--- src/rtl/biquad_pkg.sv ---
// Shared widths, types and the round/saturate finalize step for the
// three-band biquad cascade engine.
package biquad_pkg;

    localparam int DATA_W     = 16;
    localparam int ACC_W      = 40;
    localparam int COEFF_FRAC = 14;

    typedef struct packed {
        logic signed [DATA_W-1:0] b0;
        logic signed [DATA_W-1:0] b1;
        logic signed [DATA_W-1:0] b2;
        logic signed [DATA_W-1:0] a1;
        logic signed [DATA_W-1:0] a2;
    } coeff_set_t;

    typedef enum logic [1:0] {LOW, MID, HIGH} stage_t;

    typedef enum logic [1:0] {IDLE, MAC, WRITEBACK, DONE} eng_state_t;

    // Unity gain: b0 = 1.0 in Q2.14, every other tap zero.
    localparam coeff_set_t COEFF_PASSTHRU = '{b0: DATA_W'(1 << COEFF_FRAC), default: '0};

    localparam logic signed [ACC_W-1:0] ROUND_K =
        {{(ACC_W-COEFF_FRAC){1'b0}}, 1'b1, {(COEFF_FRAC-1){1'b0}}};
    localparam logic signed [ACC_W-1:0] SAT_MAX = ACC_W'((1 << (DATA_W-1)) - 1);
    localparam logic signed [ACC_W-1:0] SAT_MIN = ~SAT_MAX;

    function automatic logic signed [DATA_W-1:0] sat_round(input logic signed [ACC_W-1:0] acc);
        logic signed [ACC_W-1:0] shifted;
        shifted = (acc + ROUND_K) >>> COEFF_FRAC;
        if (shifted > SAT_MAX)
            return SAT_MAX[DATA_W-1:0];
        else if (shifted < SAT_MIN)
            return SAT_MIN[DATA_W-1:0];
        else
            return shifted[DATA_W-1:0];
    endfunction

endpackage

--- src/rtl/biquad_cascade_engine_if.sv ---
// Sample, coefficient and result signals between the SPI coefficient
// receiver side (master) and the biquad engine (slave).
interface biquad_cascade_engine_if;

    logic                                    sample_valid;
    logic signed [biquad_pkg::DATA_W-1:0]    sample_in;
    logic signed [biquad_pkg::DATA_W-1:0]    low_b0, low_b1, low_b2, low_a1, low_a2;
    logic signed [biquad_pkg::DATA_W-1:0]    mid_b0, mid_b1, mid_b2, mid_a1, mid_a2;
    logic signed [biquad_pkg::DATA_W-1:0]    high_b0, high_b1, high_b2, high_a1, high_a2;
    logic                                    coeff_update;
    logic signed [biquad_pkg::DATA_W-1:0]    sample_out;
    logic                                    out_valid;
    logic                                    busy;
    logic                                    overrun;

    modport master (
        output sample_valid, sample_in, coeff_update,
        output low_b0, low_b1, low_b2, low_a1, low_a2,
        output mid_b0, mid_b1, mid_b2, mid_a1, mid_a2,
        output high_b0, high_b1, high_b2, high_a1, high_a2,
        input  sample_out, out_valid, busy, overrun
    );

    modport slave (
        input  sample_valid, sample_in, coeff_update,
        input  low_b0, low_b1, low_b2, low_a1, low_a2,
        input  mid_b0, mid_b1, mid_b2, mid_a1, mid_a2,
        input  high_b0, high_b1, high_b2, high_a1, high_a2,
        output sample_out, out_valid, busy, overrun
    );

endinterface

--- src/rtl/biquad_mac.sv ---
// Shared signed 16x16 multiply with add/subtract select into a wide
// accumulator; clear takes priority over accumulate.
module biquad_mac
    import biquad_pkg::*;
(
    input  logic                     clk_i,
    input  logic                     rst_i,
    input  logic                     clr_i,
    input  logic                     en_i,
    input  logic                     sub_i,
    input  logic signed [DATA_W-1:0] a_i,
    input  logic signed [DATA_W-1:0] b_i,
    output logic signed [ACC_W-1:0]  acc_o
);

    logic signed [2*DATA_W-1:0] prod;
    logic signed [ACC_W-1:0]    prod_ext;
    logic signed [ACC_W-1:0]    acc_q;

    assign prod     = a_i * b_i;
    assign prod_ext = {{(ACC_W-2*DATA_W){prod[2*DATA_W-1]}}, prod};

    always_ff @(posedge clk_i or posedge rst_i) begin
        if (rst_i)
            acc_q <= '0;
        else if (clr_i)
            acc_q <= '0;
        else if (en_i)
            acc_q <= sub_i ? (acc_q - prod_ext) : (acc_q + prod_ext);
    end

    assign acc_o = acc_q;

endmodule

--- src/rtl/biquad_cascade_engine.sv ---
// Time-multiplexed low/mid/high Direct-Form-I biquad cascade on one MAC,
// with double-buffered coefficients so a sample never sees a mid-flight update.
module biquad_cascade_engine
    import biquad_pkg::*;
(
    input  logic                   clk_in,
    input  logic                   rst_in,
    biquad_cascade_engine_if.slave bus
);

    eng_state_t               state_q;
    stage_t                   stage_q;
    logic [2:0]               tap_q;
    coeff_set_t [2:0]         active_q;
    coeff_set_t [2:0]         shadow_q;
    logic                     pending_q;
    logic signed [DATA_W-1:0] x_cur_q;
    logic signed [DATA_W-1:0] x1_q [3];
    logic signed [DATA_W-1:0] x2_q [3];
    logic signed [DATA_W-1:0] y1_q [3];
    logic signed [DATA_W-1:0] y2_q [3];
    logic signed [DATA_W-1:0] sample_out_q;
    logic                     out_valid_q;
    logic                     busy_q;
    logic                     overrun_q;

    coeff_set_t [2:0]         coeff_in;
    coeff_set_t               cs;
    logic [1:0]               sidx;
    logic signed [DATA_W-1:0] op_coeff;
    logic signed [DATA_W-1:0] op_data;
    logic                     mac_sub;
    logic                     mac_en;
    logic                     mac_clr;
    logic signed [ACC_W-1:0]  acc;
    logic signed [DATA_W-1:0] y_d;

    assign coeff_in[0] = '{b0: bus.low_b0,  b1: bus.low_b1,  b2: bus.low_b2,  a1: bus.low_a1,  a2: bus.low_a2};
    assign coeff_in[1] = '{b0: bus.mid_b0,  b1: bus.mid_b1,  b2: bus.mid_b2,  a1: bus.mid_a1,  a2: bus.mid_a2};
    assign coeff_in[2] = '{b0: bus.high_b0, b1: bus.high_b1, b2: bus.high_b2, a1: bus.high_a1, a2: bus.high_a2};

    assign sidx = stage_q;
    assign cs   = active_q[sidx];

    // a-taps are stored un-negated, so the MAC subtracts them.
    always_comb begin
        op_coeff = cs.b0;
        op_data  = x_cur_q;
        mac_sub  = 1'b0;
        case (tap_q)
            3'd1: begin op_coeff = cs.b1; op_data = x1_q[sidx]; end
            3'd2: begin op_coeff = cs.b2; op_data = x2_q[sidx]; end
            3'd3: begin op_coeff = cs.a1; op_data = y1_q[sidx]; mac_sub = 1'b1; end
            3'd4: begin op_coeff = cs.a2; op_data = y2_q[sidx]; mac_sub = 1'b1; end
            default: ;
        endcase
    end

    assign mac_en  = (state_q == MAC);
    assign mac_clr = ((state_q == IDLE) && bus.sample_valid) || (state_q == WRITEBACK);
    assign y_d     = sat_round(acc);

    biquad_mac u_mac (
        .clk_i (clk_in),
        .rst_i (rst_in),
        .clr_i (mac_clr),
        .en_i  (mac_en),
        .sub_i (mac_sub),
        .a_i   (op_coeff),
        .b_i   (op_data),
        .acc_o (acc)
    );

    always_ff @(posedge clk_in or posedge rst_in) begin
        if (rst_in) begin
            state_q      <= IDLE;
            stage_q      <= LOW;
            tap_q        <= '0;
            active_q     <= {3{COEFF_PASSTHRU}};
            shadow_q     <= {3{COEFF_PASSTHRU}};
            pending_q    <= 1'b0;
            x_cur_q      <= '0;
            sample_out_q <= '0;
            out_valid_q  <= 1'b0;
            busy_q       <= 1'b0;
            overrun_q    <= 1'b0;
            for (int i = 0; i < 3; i++) begin
                x1_q[i] <= '0;
                x2_q[i] <= '0;
                y1_q[i] <= '0;
                y2_q[i] <= '0;
            end
        end else begin
            out_valid_q <= 1'b0;
            if (bus.sample_valid && (state_q != IDLE))
                overrun_q <= 1'b1;
            if (bus.coeff_update) begin
                if (state_q == IDLE) begin
                    active_q <= coeff_in;
                end else begin
                    shadow_q  <= coeff_in;
                    pending_q <= 1'b1;
                end
            end
            case (state_q)
                IDLE: begin
                    if (bus.sample_valid) begin
                        x_cur_q <= bus.sample_in;
                        stage_q <= LOW;
                        tap_q   <= '0;
                        busy_q  <= 1'b1;
                        state_q <= MAC;
                    end
                end
                MAC: begin
                    if (tap_q == 3'd4)
                        state_q <= WRITEBACK;
                    else
                        tap_q <= tap_q + 3'd1;
                end
                WRITEBACK: begin
                    x2_q[sidx] <= x1_q[sidx];
                    x1_q[sidx] <= x_cur_q;
                    y2_q[sidx] <= y1_q[sidx];
                    y1_q[sidx] <= y_d;
                    x_cur_q    <= y_d;
                    if (stage_q == HIGH) begin
                        sample_out_q <= y_d;
                        state_q      <= DONE;
                    end else begin
                        stage_q <= (stage_q == LOW) ? MID : HIGH;
                        tap_q   <= '0;
                        state_q <= MAC;
                    end
                end
                DONE: begin
                    out_valid_q <= 1'b1;
                    busy_q      <= 1'b0;
                    state_q     <= IDLE;
                    // An update landing on this very edge is newer than the shadow.
                    if (bus.coeff_update)
                        active_q <= coeff_in;
                    else if (pending_q)
                        active_q <= shadow_q;
                    pending_q <= 1'b0;
                end
                default: state_q <= IDLE;
            endcase
        end
    end

    assign bus.sample_out = sample_out_q;
    assign bus.out_valid  = out_valid_q;
    assign bus.busy       = busy_q;
    assign bus.overrun    = overrun_q;

endmodule
--- src/flat_wrapper.sv ---
// flat-port wrapper written by rule: the top's interface ports become plain ports
module biquad_cascade_engine_flat import biquad_pkg::*;
  (clk_in, rst_in, bus_sample_valid, bus_sample_in, bus_coeff_update, bus_low_b0, bus_low_b1, bus_low_b2, bus_low_a1, bus_low_a2, bus_mid_b0, bus_mid_b1, bus_mid_b2, bus_mid_a1, bus_mid_a2, bus_high_b0, bus_high_b1, bus_high_b2, bus_high_a1, bus_high_a2, bus_sample_out, bus_out_valid, bus_busy, bus_overrun);
  biquad_cascade_engine_if bus_i ();
  input  logic clk_in;
  input  logic rst_in;
  input wire logic [$bits(bus_i.sample_valid)-1:0] bus_sample_valid;
  input wire logic [$bits(bus_i.sample_in)-1:0] bus_sample_in;
  input wire logic [$bits(bus_i.coeff_update)-1:0] bus_coeff_update;
  input wire logic [$bits(bus_i.low_b0)-1:0] bus_low_b0;
  input wire logic [$bits(bus_i.low_b1)-1:0] bus_low_b1;
  input wire logic [$bits(bus_i.low_b2)-1:0] bus_low_b2;
  input wire logic [$bits(bus_i.low_a1)-1:0] bus_low_a1;
  input wire logic [$bits(bus_i.low_a2)-1:0] bus_low_a2;
  input wire logic [$bits(bus_i.mid_b0)-1:0] bus_mid_b0;
  input wire logic [$bits(bus_i.mid_b1)-1:0] bus_mid_b1;
  input wire logic [$bits(bus_i.mid_b2)-1:0] bus_mid_b2;
  input wire logic [$bits(bus_i.mid_a1)-1:0] bus_mid_a1;
  input wire logic [$bits(bus_i.mid_a2)-1:0] bus_mid_a2;
  input wire logic [$bits(bus_i.high_b0)-1:0] bus_high_b0;
  input wire logic [$bits(bus_i.high_b1)-1:0] bus_high_b1;
  input wire logic [$bits(bus_i.high_b2)-1:0] bus_high_b2;
  input wire logic [$bits(bus_i.high_a1)-1:0] bus_high_a1;
  input wire logic [$bits(bus_i.high_a2)-1:0] bus_high_a2;
  output wire logic [$bits(bus_i.sample_out)-1:0] bus_sample_out;
  output wire logic [$bits(bus_i.out_valid)-1:0] bus_out_valid;
  output wire logic [$bits(bus_i.busy)-1:0] bus_busy;
  output wire logic [$bits(bus_i.overrun)-1:0] bus_overrun;
  assign bus_i.sample_valid = bus_sample_valid;
  assign bus_i.sample_in = bus_sample_in;
  assign bus_i.coeff_update = bus_coeff_update;
  assign bus_i.low_b0 = bus_low_b0;
  assign bus_i.low_b1 = bus_low_b1;
  assign bus_i.low_b2 = bus_low_b2;
  assign bus_i.low_a1 = bus_low_a1;
  assign bus_i.low_a2 = bus_low_a2;
  assign bus_i.mid_b0 = bus_mid_b0;
  assign bus_i.mid_b1 = bus_mid_b1;
  assign bus_i.mid_b2 = bus_mid_b2;
  assign bus_i.mid_a1 = bus_mid_a1;
  assign bus_i.mid_a2 = bus_mid_a2;
  assign bus_i.high_b0 = bus_high_b0;
  assign bus_i.high_b1 = bus_high_b1;
  assign bus_i.high_b2 = bus_high_b2;
  assign bus_i.high_a1 = bus_high_a1;
  assign bus_i.high_a2 = bus_high_a2;
  assign bus_sample_out = bus_i.sample_out;
  assign bus_out_valid = bus_i.out_valid;
  assign bus_busy = bus_i.busy;
  assign bus_overrun = bus_i.overrun;
  biquad_cascade_engine u_core (.clk_in(clk_in), .rst_in(rst_in), .bus(bus_i));
endmodule
--- config.mk ---
export PLATFORM = sky130hd
export DESIGN_NAME = biquad_cascade_engine_flat
export DESIGN_NICKNAME = d
export VERILOG_FILES = /design/src/rtl/biquad_pkg.sv /design/src/rtl/biquad_cascade_engine_if.sv /design/src/rtl/biquad_mac.sv /design/src/rtl/biquad_cascade_engine.sv /design/src/flat_wrapper.sv
export SDC_FILE = /design/constraint.sdc
export NUM_CORES = 2
export LEC_CHECK = 0
export ABC_AREA = 1
export BUFFER_PORTS_ARGS = -buffer_cell sky130_fd_sc_hd__buf_2
export CELL_PAD_IN_SITES_DETAIL_PLACEMENT = 0
export CELL_PAD_IN_SITES_GLOBAL_PLACEMENT = 1
export CORE_MARGIN = 4
export CORE_UTILIZATION = 30
export CTS_BUF_LIST = sky130_fd_sc_hd__clkbuf_8
export DETAILED_ROUTE_END_ITERATION = 16
export PLACE_DENSITY_LB_ADDON = 0.1
export SETUP_SLACK_MARGIN = 0.5
export SLEW_MARGIN = 10
export SYNTH_ARGS = -nofsm -noshare
export SYNTH_HDL_FRONTEND = slang
export SYNTH_HIERARCHICAL = 1
export SYNTH_SLANG_ARGS = --single-unit
--- constraint.sdc ---
create_clock -name clk_in -period 59 [get_ports clk_in]
set_input_delay 14.75 -clock clk_in [delete_from_list [all_inputs] [get_ports clk_in]]
set_output_delay 14.75 -clock clk_in [all_outputs]
set_load 0.05 [all_outputs]
==> results.md <==
* Placer congestion estimate at 0.800
* Syn avg cell area at between 7 and 8 µm²
* Setup TNS at 0 ns
* Top FF cell, synth: dfrtp_1
* Fmax at approximately 58 MHz
* Row count at between 150 and 200
* Hold Path Sink: u_core/x2_q[34]$_DFFE_PP0P_
* Worst EP arrival at 18.03 ns
* Hold Crit Depth at 2
* Mapped Cells at 7,520
* Vias post-DR at a little under 50,000
* Slew Limit Fails at 0
* DRT antenna net count at 0
* R2R Setup Slk at 46.29 ns
* Post-synthesis sequential area ratio at between 30% and 40%
* CTS tree: done
* CP endpoint kind: flop
* First-pass GRT wire length at 306,000 µm
* Setup Skew at just under 0.05 ns
* H-Tree Depth at 4
* Worst-path clk slew at around 0.05 ns
* Gr ovfl total at 0
* Pin count of the biggest net entering global routing at about 220
* Critical path startpoint category: input pin
* Synth area leaders: dfrtp_1 34%, nand2_1 19%, o21ai_0 11%
* Die height at about 430 µm
* Post-CTS Resized at 0
* Final #Nets at 8,218
* 1st-iter DRT viols at around 3,300
* R2R cell count at a little over 50
* CTS max path bufs at 3
* Worst Tran Pin Value at between 1 and 1.5 ns
* Synth top area share at approximately 34%
* Antenna violations before repair at 9
* # hold bufs at CTS at 0
* Input/output buffers at approximately 280
* Post-CTS Setup Repair Bufs at 0
* Syn Std Cell Area at ~53,000 µm²
* Leading area contributor after synthesis: dfrtp_1
* Worst hold start: u_core/x2_q[34]$_DFFE_PP0P_
* Area growth syn-to-layout at 11.8%
* Synth warnings at 6
* Die ar. at between 150,000 and 200,000 µm²
* Ys async rst share at between 90% and 100%
* Initial DRT Pass Iterations at 5
* Vias per cell at approximately 4.8
* Gr usage total at between 20% and 30%
* Vias in the first global route at slightly below 50,000
* Slew headroom at between 20% and 30%
* Die width at ~430 µm
* HP Class: flop to flop
* # fillers at between 15,000 and 20,000
* Root buffer selected by CTS: clkbuf_8
* R2r endpoint: u_core/u_mac/acc_o[37]$_DFFE_PP0P_
* Final hold viol count at 0
* CTS buffer count at 154
* Buf+Inv Stages, Crit Path at 3
* Ports at 279
* Crit path cell chain: buf_2 > nand2_4 > buf_4 > buf_4 > o21ai_0 > a21oi_1 > o21ai_0
* Net count after synthesis at ~8,200
* Outcome: completed
* RR Startpoint: u_core/sidx[0]$_DFFE_PP0P_
* Max-Cap Viols at 0
* Final setup violating endpoints at 0
* Fin crit period at 17.27 ns
* Core area at around 180,000 µm²
* EDFF count, synth at 0
* Synth Register Bits at between 700 and 800
* Worst path max stage delay at 0.85 ns
* Synth cell types at 58
* WP data required at ~60 ns
* Unrepaired setup endpoints after global routing: false
* Final WL at between 150,000 and 200,000 µm
* Final Cycle Share at between 20 and 30%
* CP Class: input pin to flop
* Crit Path Max Fanout at between 90 and 100
* HPWL Detailed at roughly 130,000 µm
* DRC viols at 0
* Share of cells above drive strength 1 at under 10%
* Initial Util at 30.2%
* Clk Latency, worst-skew pair at 0.91 ns
* CTS Sinks at between 700 and 800
* Drt wl/cell at 19.9 µm
* Largest delay share family, worst path: buffers and inverters
* CP max-delay cell: buf_4
[per-stage QoR]
| step | std cells | setup WS [ns] | area (µm²) | hold WS, ns | utilization [%] |
|---|---|---|---|---|---|
| 2_1_floorplan | 7520 | 24.66 | 53200 | 0.449 | - |
| 6_report | 10000 | 41.73 | 59500 | 0.478 | 33.7 |
| 5_1_grt | 10000 | 41.40 | 59500 | 0.496 | 33.7 |
| 3_5_place_dp | 9751 | 40.82 | 56400 | 0.465 | 32.0 |
| 4_1_cts | 10000 | 41.84 | 59500 | 0.481 | 33.7 |
| 3_3_place_gp | 9751 | 40.86 | 56400 | 0.462 | 32.0 |
[cells in the mapped netlist (14+ instances only)]
| cell type | count |
|---|---|
| nand2_1 | 2712 |
| inv_2 | 16 |
| nor2_1 | 194 |
| dfrtp_1 | 733 |
| fa_1 | 263 |
| buf_1 | 33 |
| a221oi_1 | 34 |
| xnor2_1 | 26 |
| clkbuf_1 | 367 |
| nand2_4 | 23 |
| o21ai_0 | 1179 |
| nand3_1 | 173 |
| ha_1 | 128 |
| buf_2 | 31 |
| xor2_1 | 46 |
| nand2_2 | 15 |
| o221ai_1 | 20 |
| a22o_1 | 14 |
| buf_4 | 16 |
| a21oi_1 | 335 |
| inv_1 | 982 |
| nand4_1 | 25 |
[sequential cells by signal, summed over array words and instances (netlist names), 3 cells and up]
| signal | flops |
|---|---|
| u_core/active_q | 240 |
| u_core/shadow_q | 240 |
| u_core/tap_q | 3 |
| u_core/u_mac/acc_o | 40 |
| u_core/x1_q | 48 |
| u_core/x2_q | 48 |
| u_core/x_cur_q | 16 |
| u_core/y1_q | 48 |
| u_core/y2_q | 48 |
[how the worst max path moves through the flow]
stage	from	end	slack [ns]	depth (start not counted)
6_report	bus_coeff_update	u_core/active_q[216]$_DFF_PP0_	41.73	7
5_1_grt	bus_coeff_update	u_core/active_q[67]$_DFF_PP0_	41.40	8
4_1_cts	bus_coeff_update	u_core/active_q[67]$_DFF_PP0_	41.84	8
3_5_place_dp	bus_coeff_update	u_core/active_q[218]$_DFF_PP0_	40.82	7
3_3_place_gp	bus_coeff_update	u_core/active_q[216]$_DFF_PP0_	40.86	7
2_1_floorplan	rst_in	u_core/active_q[0]$_DFF_PP0_	24.66	1
[worst register-to-register path, delay by kind of cell (launching register included)]
kind | cells | cell delay (ns)
and+or+nand+nor | 29 | 4.75
adders and majority gates | 8 | 4.35
buffers and inverters | 9 | 2.35
AOI/OAI and AO/OA | 4 | 0.53
DFF | 1 | 0.42
xor gates and xnor gates | 1 | 0.18
[layout make-up]
class                      count  area (µm²)  area share [%]
antenna                        3        7.51          0.0126
clock buffer                 195        2680            4.51
clock inverter                80         458           0.770
inverter                    1002        3790            6.38
multi-input combinational   5323       29100            49.0
sequential                   739       18500            31.1
tap                         2340        2930            4.92
timing repair buffer         347        2000            3.36
[logic make-up (layout without fill, tap and decap cells)]
kind of cell,after synthesis,after routing,synth area share (%)
flip-flops,739,739,34.8
AO/OA/AOI/OAI,1639,1639,16.2
AND/OR/NAND/NOR,3216,3216,24.2
buffers and inverters,1458,1624,10.6
other,0,3,0
XOR/XNOR,77,77,1.36
adder cells (fa/ha/maj),391,391,12.9
[metal layers]
| layer | global-route usage (%) | routed length (µm) | up-vias |
|---|---|---|---|
| li1 | - | - | 23700 |
| met4 | 5.96 | 5000 | 0 |
| met5 | 0 | 0 | - |
| met2 | 36.4 | 95200 | 997 |
| met3 | 2.69 | 7530 | 217 |
| met1 | 28.7 | 91600 | 23700 |
[layout by cell type, fill, tap and decap left out, types with 26 or more instances in the layout]
cell      instances
buf_2           278
nand2_1        2709
fa_1            263
a221oi_1         34
clkbuf_8        195
ha_1            127
a21oi_1         335
dfrtp_1         732
nor2_1          187
xnor2_1          26
inv_1          1038
nand3_1         173
o21ai_0        1178
nand2_4          26
buf_4            62
xor2_1           46
Power is left out: the tool's default activity adds up to more than one toggle a clock period on the data nets, which glitch-free logic cannot reach.
